File: src/rtl/lc3b_types.sv
// Shared LC-3b memory-side types: line/address widths and the pmem arbiter enums.
package lc3b_types;

  localparam int unsigned PMEM_ADDR_W = 16;
  localparam int unsigned PMEM_LINE_W = 128;

  typedef logic [PMEM_ADDR_W-1:0] lc3b_pmem_addr;
  typedef logic [PMEM_LINE_W-1:0] lc3b_pmem_line;

  typedef enum logic [1:0] {
    IDLE    = 2'd0,
    SERVE_I = 2'd1,
    SERVE_D = 2'd2,
    DONE    = 2'd3
  } lc3b_arb_state;

  typedef enum logic {
    ICACHE = 1'b0,
    DCACHE = 1'b1
  } lc3b_arb_client;

endpackage

File: src/rtl/pmem_arbiter_control.sv
// Arbiter FSM and tie-break logic. Round-robin ties when PMEM_ARB_RR_EN is
// defined, otherwise dcache always wins a tie.
module pmem_arbiter_control
  import lc3b_types::*;
(
  input  logic           clk,
  input  logic           rst,
  input  logic           icache_req,
  input  logic           dcache_req,
  input  logic           pmem_resp,
  output lc3b_arb_state  state,
  output lc3b_arb_client grant
);

  lc3b_arb_state  next_state;
  lc3b_arb_client tie_winner;

`ifdef PMEM_ARB_RR_EN
  lc3b_arb_client last_grant;

  // Remember who won the most recent grant so the other side wins the next tie.
  always_ff @(posedge clk) begin
    if (rst) begin
      last_grant <= ICACHE;
    end else if (state == IDLE && next_state == SERVE_I) begin
      last_grant <= ICACHE;
    end else if (state == IDLE && next_state == SERVE_D) begin
      last_grant <= DCACHE;
    end
  end

  assign tie_winner = (last_grant == ICACHE) ? DCACHE : ICACHE;
`else
  assign tie_winner = DCACHE;
`endif

  always_ff @(posedge clk) begin
    if (rst) begin
      state <= IDLE;
    end else begin
      state <= next_state;
    end
  end

  always_comb begin
    next_state = state;
    grant      = (state == SERVE_I) ? ICACHE : DCACHE;
    case (state)
      IDLE: begin
        if (icache_req && dcache_req) begin
          next_state = (tie_winner == ICACHE) ? SERVE_I : SERVE_D;
        end else if (icache_req) begin
          next_state = SERVE_I;
        end else if (dcache_req) begin
          next_state = SERVE_D;
        end
      end
      SERVE_I, SERVE_D: begin
        if (pmem_resp) begin
          next_state = DONE;
        end
      end
      // One dead cycle lets the served cache drop its request before re-arbitration.
      DONE:    next_state = IDLE;
      default: next_state = IDLE;
    endcase
  end

endmodule

File: src/rtl/pmem_arbiter.sv
// icache/dcache to physical-memory arbiter. Optional round-robin tie-break
// is enabled with the PMEM_ARB_RR_EN macro.
module pmem_arbiter
  import lc3b_types::*;
(
  input  logic                   clk,
  input  logic                   rst,

  input  logic                   icache_pmem_read,
  input  logic [PMEM_ADDR_W-1:0] icache_pmem_address,
  output logic                   icache_pmem_resp,
  output logic [PMEM_LINE_W-1:0] icache_pmem_rdata,

  input  logic                   dcache_pmem_read,
  input  logic                   dcache_pmem_write,
  input  logic [PMEM_ADDR_W-1:0] dcache_pmem_address,
  input  logic [PMEM_LINE_W-1:0] dcache_pmem_wdata,
  output logic                   dcache_pmem_resp,
  output logic [PMEM_LINE_W-1:0] dcache_pmem_rdata,

  output logic                   pmem_read,
  output logic                   pmem_write,
  output logic [PMEM_ADDR_W-1:0] pmem_address,
  output logic [PMEM_LINE_W-1:0] pmem_wdata,
  input  logic                   pmem_resp,
  input  logic [PMEM_LINE_W-1:0] pmem_rdata
);

  lc3b_arb_state  state;
  lc3b_arb_client grant;
  logic           serving;

  pmem_arbiter_control u_control (
    .clk        (clk),
    .rst        (rst),
    .icache_req (icache_pmem_read),
    .dcache_req (dcache_pmem_read | dcache_pmem_write),
    .pmem_resp  (pmem_resp),
    .state      (state),
    .grant      (grant)
  );

  assign serving = (state == SERVE_I) || (state == SERVE_D);

  // Forward the granted client to memory and route the completion back to it only.
  always_comb begin
    pmem_read        = 1'b0;
    pmem_write       = 1'b0;
    pmem_address     = '0;
    pmem_wdata       = '0;
    icache_pmem_resp = 1'b0;
    dcache_pmem_resp = 1'b0;
    if (serving) begin
      if (grant == ICACHE) begin
        pmem_read        = 1'b1;
        pmem_address     = icache_pmem_address;
        icache_pmem_resp = pmem_resp;
      end else begin
        // Simultaneous read and write from dcache is illegal; the write wins.
        pmem_read        = dcache_pmem_read & ~dcache_pmem_write;
        pmem_write       = dcache_pmem_write;
        pmem_address     = dcache_pmem_address;
        pmem_wdata       = dcache_pmem_wdata;
        dcache_pmem_resp = pmem_resp;
      end
    end
  end

  assign icache_pmem_rdata = pmem_rdata;
  assign dcache_pmem_rdata = pmem_rdata;

endmodule

File: config.mk
export PLATFORM = sky130hd
export DESIGN_NAME = pmem_arbiter
export DESIGN_NICKNAME = d
export VERILOG_FILES = /design/src/rtl/lc3b_types.sv /design/src/rtl/pmem_arbiter_control.sv /design/src/rtl/pmem_arbiter.sv
export SDC_FILE = /design/constraint.sdc
export NUM_CORES = 1
export LEC_CHECK = 0
export CELL_PAD_IN_SITES_DETAIL_PLACEMENT = 1
export CELL_PAD_IN_SITES_GLOBAL_PLACEMENT = 1
export CORE_AREA = 2 2 269 271
export CTS_CLUSTER_DIAMETER = 40
export DETAILED_ROUTE_END_ITERATION = 8
export DIE_AREA = 0 0 271 273
export DONT_BUFFER_PORTS = 1
export PLACE_DENSITY = 0.3
export SLEW_MARGIN = 20
export SYNTH_ARGS = -nofsm -noshare
export SYNTH_HDL_FRONTEND = slang
export SYNTH_HIERARCHICAL = 1
export SYNTH_SLANG_ARGS = --single-unit
export TNS_END_PERCENT = 20
File: constraint.sdc
create_clock -name clk -period 2.4 [get_ports clk]
set_input_delay 0.36 -clock clk [delete_from_list [all_inputs] [get_ports clk]]
set_output_delay 0.36 -clock clk [all_outputs]
set_load 0.01 [all_outputs]
==> impl_metrics.ini <==
[sta]
slew_violations = 0
period_minus_slack_ns = 2.218
whs_ns = 0.2082
slew_headroom_pct = 36.82
fin_crit_sh_pct = 92.41
max_freq_mhz = 450.9
worst_pin_slew_ns = 0.9431
clock-skew-final_ns = 0.002473
setup_viol = 0
hold_viol_final = 0
fin_setup_tns_ns = 0
rsz0062_at_grt = no

[setup_path]
startpoint_type = register
r2r_cells = 5
crit_type = register to output pin
reg2reg_to = u_control/state[1]
rrSetupSlack_ns = 0.88
cp.required_ns = 2.04
crit_arrival_ns = 1.86
worstReg2RegStart = u_control/state[0]
critPathMaxFanout = 68
startpoint = u_control/state[1]
end_kind = output pin

[synth]
synth.largest_area_cell = buf_4
ys_ff_latch = 2
yosysTopAreaCellShare_pct = 58.66
synthTopCellsByCount = buf_4, and3_1, clkbuf_1
syn_nets = 769
synth_warnings = 6
synthTopCellsByArea = buf_4, and3_1, mux2i_1
netlist_area_sq_mm = 0.003302
ys.flop_type = dfxtp_1
yosysSeqAreaShare_pct = 1.213
synthArstFlopShare_pct = 0
synth.distinct_cells = 22
synth_edf_count = 0
syn_avg_cell_area_sq_um = 6.981
synthMostInstantiatedCell = buf_4
syn-instance-count = 473

[clocking]
ctsHtreeMaxLevel = 1
cts_resized = 0
cts-buffers-inserted = 3
cts_hold_buf = 0
clkSinkCount = 2
insertion_delay_ns = 0.22
cts_setup_buffers = 0
clock_path_buffers = 2
clkTransAtPathRegs_ns = 0.03
cts-root-buf = clkbuf_16
cts_tree = built

[global_route]
track_usage_pct = 3.026
grt_overflow = 0
first_global_vias = 1940
grt_max_degree = 91
antenna_found_initial = 9
grt_pass1_wl_um = 15620

[cells_and_area]
area_delta_synth_final_pct = -21.41
drive_gt1_share_pct = 7.292
largest_registers = u_control/state (2)
regMostFlops = u_control/state
nets = 490
postLayoutCellArea_sq_mm = 0.002595
largest_reg_flops = 2

[floorplan]
coreArea_sq_mm = 0.07100
dieArea_sq_mm = 0.07398
fp.dieW_um = 271
rows = 98
die_h_um = 273
initial_core_util_pct = 4.651
io_pins = 698

[min_path]
min_path_cells = 1
whs_endpoint = u_control/state[0]
hold_start = rst
hp-class = input pin to register

[route]
vias = 1999
drt_iter0_drc = 91
vias_per_cell = 1.747
totalWireLength_um = 12930
dr.pass1.iters = 4
drc = 0
ant_nets = 0
wl_per_cell_um = 11.30

[placement]
place.gp.congestion = 0.6070
post_dp_cell_area_sq_mm = 0.002515
io_buffers = 0
hpwl_um = 10940

[run_status]
status = completed

[power]
powerDensity_mw_per_mm2 = 1191
power.static_leakage_nw = 1.057
vdd_drop_max_mv = 0.5011
power_w = 0.003090

[run]
maxCapViolCount = 0
area by class of cell:
cell class              instances  area [sq um]
diodes                          2         5.005
clock buffers                   3         75.07
fillers                      8521         68400
inverters                       3         13.76
multi-input cells             180          1205
flip-flops and latches          2         40.04
well taps                     950          1189
repair buffers                  4         67.56
placed cells by master, fill, tap and decap left out, drive strengths merged:
cell type and n:
buf 4, inv 3, o21ai 1, nor2b 1, nand2b 3, dfxtp 2
a21boi 1, clkbuf 3, nor3 1, xor2 1, xnor2 1, a21oi 3
a211oi 1, nor2 16, ha 2, and3 130, or2b 1, mux2i 16
nor3b 1, or2 1, diode 2
worst max-delay path, stage by stage, from the launching register on:
cell,delay (ns)
dfxtp_1,0.51
inv_1,0.11
ha_1,0.23
inv_4,0.08
buf_12,0.23
mux2i_1,0.12
nor2_1,0.29
power by group:
| part | leakage, nW | switching, W | internal, W |
|---|---|---|---|
| combinational | 1.00 | 0.00190 | 0.000850 |
| sequential | 0.0166 | 0.0000406 | 0.0000491 |
| clock | 0.0370 | 0.0000423 | 0.000212 |
| total | 1.06 | 0.00198 | 0.00111 |
metrics by stage:
stage / setup WS, ns / std cells / util (%)
floorplan: 0.5416 / 473 / -
global placement: 0.4450 / 1139 / 3.542
detailed placement: 0.4225 / 1139 / 3.542
CTS: 0.1655 / 1142 / 3.648
global route: 0.09859 / 1142 / 3.648
finish: 0.1821 / 1144 / 3.655
how the worst max path moves through the flow:
| stage | end | cells past startpoint |
|---|---|---|
| finish | pmem_address[15] | 6 |
| global route | pmem_address[15] | 6 |
| CTS | pmem_address[15] | 6 |
| detailed placement | pmem_address[15] | 6 |
| global placement | pmem_address[15] | 6 |
| floorplan | pmem_wdata[0] | 7 |
layer usage:
layer / GRT usage (%) / part of all wire (%)
met4: 3.271 / 11
met2: 4.832 / 46
met5: 0 / 0.10
met3: 2.636 / 19
met1: 2.003 / 24
cells by family (layout without fill, tap and decap cells):
family	Yosys count	after routing	synth area share, %
flops	2	2	1.213
simple gates	154	154	28.23
buf+inv	291	10	62.86
fa+ha+maj	2	2	0.7577
xor+xnor	2	2	0.7580
compound gates	6	6	1.326
other cells	0	2	0
mux	16	16	4.850
Power figures use the tool's default switching activity.
